### src/rtl/add_share_arbiter.sv
// Two requesters share one WIDTH-bit adder through a round-robin arbiter.
// Each requester has a private accumulator; results leave through a
// one-entry registered buffer tagged with the requester id.
module add_share_arbiter #(
    parameter int unsigned WIDTH = 8
) (
    input  logic                 clk,
    input  logic                 rst_n,
    input  logic [1:0]           req_valid,
    output logic [1:0]           req_ready,
    input  logic [3:0]           req_op,
    input  logic [2*WIDTH-1:0]   req_a,
    input  logic [2*WIDTH-1:0]   req_b,
    output logic                 res_valid,
    input  logic                 res_ready,
    output logic [WIDTH-1:0]     res_sum,
    output logic                 res_carry,
    output logic                 res_id
);

    localparam int unsigned N_REQ = 2;

    typedef enum logic [1:0] {
        OP_ADD  = 2'b00,
        OP_ACC  = 2'b01,
        OP_CLR  = 2'b10,
        OP_LOAD = 2'b11
    } op_e;

    logic [WIDTH-1:0] acc_q [N_REQ];
    logic             prio_q;          // requester that wins the next tie

    logic             slot_free_c;
    logic [1:0]       grant_c;
    logic             gnt_id_c;
    logic             accept_c;
    op_e              op_c;
    logic [WIDTH-1:0] a_c;
    logic [WIDTH-1:0] b_c;
    logic [WIDTH-1:0] acc_sel_c;
    logic [WIDTH-1:0] add_x_c;
    logic [WIDTH-1:0] add_y_c;
    logic [WIDTH:0]   add_s_c;
    logic [WIDTH-1:0] sum_nxt_c;
    logic             carry_nxt_c;

    // The buffer can take a new result if it is empty or draining this cycle.
    assign slot_free_c = !res_valid || res_ready;

    // Round-robin grant; nothing is granted during reset or while the buffer is blocked.
    always_comb begin
        grant_c  = 2'b00;
        gnt_id_c = 1'b0;
        if (rst_n && slot_free_c) begin
            case (req_valid)
                2'b01:   gnt_id_c = 1'b0;
                2'b10:   gnt_id_c = 1'b1;
                2'b11:   gnt_id_c = prio_q;
                default: gnt_id_c = 1'b0;
            endcase
            if (req_valid != 2'b00) begin
                grant_c[gnt_id_c] = 1'b1;
            end
        end
    end

    assign req_ready = grant_c;
    assign accept_c  = |grant_c;

    // Pick the granted requester's op, operands and accumulator.
    always_comb begin
        op_c      = gnt_id_c ? op_e'(req_op[3:2]) : op_e'(req_op[1:0]);
        a_c       = gnt_id_c ? req_a[2*WIDTH-1:WIDTH] : req_a[WIDTH-1:0];
        b_c       = gnt_id_c ? req_b[2*WIDTH-1:WIDTH] : req_b[WIDTH-1:0];
        acc_sel_c = acc_q[gnt_id_c];
    end

    // Single shared adder: ACC adds operand A to the accumulator, ADD adds A and B.
    always_comb begin
        add_x_c = (op_c == OP_ACC) ? acc_sel_c : a_c;
        add_y_c = (op_c == OP_ACC) ? a_c       : b_c;
        add_s_c = {1'b0, add_x_c} + {1'b0, add_y_c};
    end

    // Result value per operation.
    always_comb begin
        sum_nxt_c   = add_s_c[WIDTH-1:0];
        carry_nxt_c = add_s_c[WIDTH];
        case (op_c)
            OP_CLR: begin
                sum_nxt_c   = '0;
                carry_nxt_c = 1'b0;
            end
            OP_LOAD: begin
                sum_nxt_c   = a_c;
                carry_nxt_c = 1'b0;
            end
            default: ;
        endcase
    end

    // Output buffer: load on accept, otherwise clear valid on drain and hold data.
    always_ff @(posedge clk or negedge rst_n) begin
        if (!rst_n) begin
            res_valid <= 1'b0;
            res_sum   <= '0;
            res_carry <= 1'b0;
            res_id    <= 1'b0;
        end else if (accept_c) begin
            res_valid <= 1'b1;
            res_sum   <= sum_nxt_c;
            res_carry <= carry_nxt_c;
            res_id    <= gnt_id_c;
        end else if (res_ready) begin
            res_valid <= 1'b0;
        end
    end

    // Private accumulators; only the granted requester's register changes.
    always_ff @(posedge clk or negedge rst_n) begin
        if (!rst_n) begin
            acc_q[0] <= '0;
            acc_q[1] <= '0;
        end else if (accept_c) begin
            case (op_c)
                OP_ACC:  acc_q[gnt_id_c] <= add_s_c[WIDTH-1:0];
                OP_CLR:  acc_q[gnt_id_c] <= '0;
                OP_LOAD: acc_q[gnt_id_c] <= a_c;
                default: ;
            endcase
        end
    end

    // Tie priority passes to the other requester after every accepted op.
    always_ff @(posedge clk or negedge rst_n) begin
        if (!rst_n) begin
            prio_q <= 1'b0;
        end else if (accept_c) begin
            prio_q <= ~gnt_id_c;
        end
    end

endmodule

### config.mk
export PLATFORM = sky130hd
export DESIGN_NAME = add_share_arbiter
export DESIGN_NICKNAME = d
export VERILOG_FILES = /design/src/rtl/add_share_arbiter.sv
export SDC_FILE = /design/constraint.sdc
export NUM_CORES = 1
export LEC_CHECK = 0
export ABC_CLOCK_PERIOD_IN_PS = 9100
export CAP_MARGIN = 25
export CELL_PAD_IN_SITES_DETAIL_PLACEMENT = 0
export CELL_PAD_IN_SITES_GLOBAL_PLACEMENT = 1
export CORE_ASPECT_RATIO = 0.8
export CORE_MARGIN = 2
export CORE_UTILIZATION = 40
export DETAILED_ROUTE_END_ITERATION = 8
export GPL_TIMING_DRIVEN = 0
export PLACE_DENSITY = 0.85
export SLEW_MARGIN = 30
export SYNTH_ARGS = -nofsm -noshare
export SYNTH_HDL_FRONTEND = slang
export SYNTH_SLANG_ARGS = --single-unit
export TNS_END_PERCENT = 100
### constraint.sdc
create_clock -name clk -period 9.1 [get_ports clk]
set_clock_uncertainty 0.15 [all_clocks]
set_input_delay 1.82 -clock clk [delete_from_list [all_inputs] [get_ports clk]]
set_output_delay 1.82 -clock clk [all_outputs]
set_load 0.01 [all_outputs]
Word-level counts from Yosys, hierarchy flattened
Cells that the tools add are included.

Register bits: 28. Input port bits: 41. Output and inout bits: 13. Word-level logic and storage cells: 56.

Add/subtract/negate cells: 1. Order comparisons: 4. Equal/unequal tests: 5. Muxes and demuxes: 24. Bitwise logic cells: 4. Reductions and logical operators: 11.

Operators with widths (number): 8-bit two-way mux (8); 16-bit case mux with 3 select lines (1); 16-bit bitwise mux (2); 16-bit bitwise AND (1); 16-bit NOT (1); 8-bit case mux with 2 select lines (1); 8-bit by 8-bit adder with 9-bit output (1); 8-bit demux with 1-bit select (1); 2-bit equality test, second input constant (4); 1-bit two-way mux (6); 2-bit two-way mux (3); 2-bit nonzero test (2); 2-bit OR reduction (2); 1-bit logical AND (3); 3-bit nonzero test (1); 2-bit by 1-bit equality test with 1-bit output, second input constant (1); 2-bit >= comparator, second input constant (1); 1-bit by 2-bit less-than comparator with 1-bit output, second input constant (1); 2-bit by 1-bit less-than comparator with 1-bit output, second input constant (1); 1-bit NOT with 2-bit output (1); 1-bit case mux with 2 select lines (1); 2-bit AND reduction (1); 1-bit demux with 1-bit select (1); 1-bit >= comparator, second input constant (1); 3 further kinds (3).

Longest topological paths before layout
Depth in word-level cells: 13. Depth in mapped cells: 15. Mapped depth without buffers: 13.

Worst setup path after synthesis
Ideal clock, no wire load.

Path type: input port to output port. Start: input port res_ready. End: output port req_ready[1]. Data arrival time: 2631 ps. Required time: 7130 ps. Setup slack: 4499 ps. Stages on the path: 6. Buffers on the path: 3. Path through: nand2b_4 -> nand4_4 -> inv_2 -> buf_6 -> buf_4 -> buf_2.

Longest elaborated chain between the ends: 3.

Ends and longest elaborated chain: start, declared (RTL line 15) `input logic res_ready,`; 1-bit logical OR (RTL line 48) `assign slot_free_c = !res_valid || res_ready;`; 1-bit logical AND (RTL line 54) `if (rst_n && slot_free_c) begin`; 2-bit two-way mux (RTL line 54); end, declared (RTL line 10) `output logic [1:0] req_ready,`.

Every way passes these cells.

Worst setup path in the final report
Start: input port req_valid[1]. End: output port req_ready[1].

Longest elaborated chain between the ends: 9. Elaborated cells on any way between the ends: 12. Those cells by class: order compare (2); eq/ne (2); mux (6); reduce/logical (2).

Ends and longest elaborated chain: start, declared (RTL line 9) `input logic [1:0] req_valid,`; 2-bit equality test (RTL line 55) `case (req_valid)`; 1-bit case mux with 2 select lines (RTL line 55); 1-bit two-way mux (RTL line 54); 1-bit by 2-bit less-than comparator with 1-bit output (implied by the code) or 1-bit >= comparator (tied branches) (RTL line 62) `grant_c[gnt_id_c] = 1'b1;`; 1-bit logical AND (implied by the code) (RTL line 62); 1-bit two-way mux (implied by the code) (RTL line 62); 1-bit demux with 1-bit select (RTL line 62); 2-bit two-way mux * (RTL line 61) `if (req_valid != 2'b00) begin`; 2-bit two-way mux * (RTL line 54).

Mark *: on every way between the ends. The rest lies on a longest branch, timed or not. The select of a mux whose other input is x is not followed.

==> impl_metrics.ini <==
[status]
outcome = complete, no violations

[synth]
syn_area_per_cell_um2 = 8.10
syn_area_um2 = 2280
synth_fp_nets = 331
ys.flop_type = dfrtp_1
synth_cell_type_count = 51
yosysSeqAreaShare = 0.308
synthArstFlopShare = 1.00
yosysWarnings = 0
ys_ff_latch = 28
synthesis.instances = 281
synth_edf_count = 0

[setup_path]
worstPathArrival_ns = 3.88
cp_common_cell = clkdlybuf4s50_1
slowest_delay_ns = 0.60
start_kind = input pin
crit_chain = clkdlybuf4s50_1 -> nand4_4 -> inv_2 -> buf_6 -> buf_4 -> buf_2 -> clkdlybuf4s50_1
critPathSlowestCell = clkdlybuf4s50_1
cp-end-kind = output port
critPathKind = in -> out
cp.required_ns = 7.13
worstPathMaxFanout = 10

[floorplan]
ios = 54
core_area_um2 = 5470
die_x_um = 88.4
num_rows = 24
start_util = 0.417
dieArea_um2 = 6320
die_h_um = 71.5

[layout]
fill_cells = 559
mostFrequentLayoutCells = clkdlybuf4s50_1 (51), nand3_1 (48), nand2_1 (39), dfrtp_1 (28), o21ai_0 (19)
layout_commonest_cell = clkdlybuf4s50_1
diodes = 0
drive_above_1_share = 0.0712
syn_to_final_growth_pct = 29.9
final_nets = 389

[detailed_routing]
viasPerCell = 5.85
vias = 2428
wirelength_um = 7420
drc = 0
drt_pass1_iterations = 5
ant_nets = 0
post_drt_wl_per_cell_um = 17.9
drtIter0Drc = 179

[sta]
period_needed_ns = 5.85
fin_setup_tns_ns = 0
fin_crit_sh = 0.643
clock.fmax_mhz = 171
slew_viol_final = 0
hold_violations = 0
setup_violations = 0
slew_headroom = 0.602
rsz0062_at_grt = false
tightest_slew_ns = 0.597

[global_routing]
grt_pass1_vias = 2370
antenna_found_initial = 0
grt_use_total = 0.244
overflow = 0
grt_max_degree = 23
grt_pass1_wl_um = 12000

[clocking]
clock_latency_ns = 0.28
ctsHoldBuffers = 0
post_cts_resized = 0
cts_root_buf = clkbuf_8
clkSinkCount = 28
cts_buffer_depth = 2
cts_buffers = 3
clk_pin_slew_ns = 0.09
cts_tree = yes
cts_setup_buffers = 0
htree_levels = 1

[placement]
gp_congestion = 0.883
dp_hpwl_um = 5760
port-buffer-count = 52

[power]
p_leak_nw = 1.28
powerDensity_nw_per_um2 = 172
power_w = 0.000510
peakVddDrop_mv = 0.0924

[run]
drv_cap = 0

[min_path]
min_path_type = reg -> reg
-- final timing paths --
| kind | startpoint | to | slack (ns) | depth (start not counted) |
|---|---|---|---|---|
| worst max-delay path | req_valid[1] | req_ready[1] | 3.25 | 7 |
| worst min-delay path | flip-flop | flip-flop | 0.35 | 2 |
| worst max register to register | prio_q | res_sum[7] | 5.34 | 12 |
| worst min register to register | flip-flop | flip-flop | 0.35 | 2 |
| max in group asynchronous | rst_n | asynchronous set/reset pin | 7.09 | 2 |
| min in group asynchronous | rst_n | asynchronous set/reset pin | 1.29 | 1 |
-- where the power goes --
part	internal, W	total, W	leakage, nW	switching (W)
combinational	0.000119	0.000253	0.912	0.000134
sequential	0.000164	0.000188	0.345	0.0000233
clock	0.0000298	0.0000687	0.0216	0.0000389
total	0.000313	0.000510	1.28	0.000196
-- cells by family (layout without fill, tap and decap cells) --
kind of cell,Yosys count,after routing,share of synthesized area
flip-flops,28,28,0.308
buffers and inverters,23,79,0.0505
AND/OR/NAND/NOR,123,123,0.272
adder cells (fa/ha/maj),9,9,0.0527
AO/OA/AOI/OAI,86,86,0.265
multiplexers,7,7,0.0330
XOR/XNOR,5,5,0.0192
-- critical path, delay by kind of cell --
| family | cells | cell delay, ns |
|---|---|---|
| buffers and inverters | 6 | 1.88 |
| AND/OR/NAND/NOR | 1 | 0.17 |
-- through the flow --
stage / cell area [um2] / worst slack, ns / instances / utilization / hold WS, ns
final: 2960 / 3.25 / 415 / 0.541 / 0.346
after global routing: 2960 / 3.15 / 415 / 0.541 / 0.359
after CTS: 2960 / 3.25 / 415 / 0.541 / 0.342
after detailed placement: 2920 / 3.26 / 412 / 0.534 / 0.321
after global placement: 2900 / 2.16 / 411 / 0.530 / 0.317
after floorplan: 2280 / 4.50 / 281 / - / 0.299
-- final cells by class --
type / instances / area [um2] / area share
inverter: 5 / 18.8 / 0.00634
multi-input combinational: 230 / 1460 / 0.494
tap: 78 / 97.6 / 0.0330
clock buffer: 3 / 41.3 / 0.0140
buffer: 18 / 96.3 / 0.0326
timing repair buffer: 53 / 543 / 0.184
sequential: 28 / 701 / 0.237
-- Yosys cell counts (2+ instances only) --
cell type	instances	area [um2]
o211ai_1	3	22.5
nand2_1	39	146
a21o_1	17	128
buf_2	5	25.0
buf_1	3	11.3
o22ai_1	2	12.5
nor2_1	14	52.6
o21ai_0	19	95.1
and3_1	6	37.5
buf_6	2	22.5
nor2b_1	2	12.5
and2_1	3	18.8
inv_1	4	15.0
o21a_1	2	15.0
a221o_1	3	30.0
nand2b_4	2	27.5
o31ai_1	4	30.0
buf_4	2	15.0
a21oi_1	12	60.1
dfrtp_1	28	701
clkbuf_1	6	22.5
a31oi_1	9	56.3
mux2i_1	5	50.1
a22oi_1	3	22.5
ha_1	8	100
o21ai_1	2	10.0
xnor2_1	3	26.3
xor2_1	2	17.5
nand3b_1	2	15.0
nand3_1	48	240
-- per-layer routing --
metal	GRT usage	up-vias	wire length, um
li1	-	1153	-
met1	0.354	1172	3470
met2	0.388	93	3410
met3	0.0323	10	453
met4	0.0572	0	81
met5	0	-	0
Note: power is estimated with default switching activity, not from simulation.
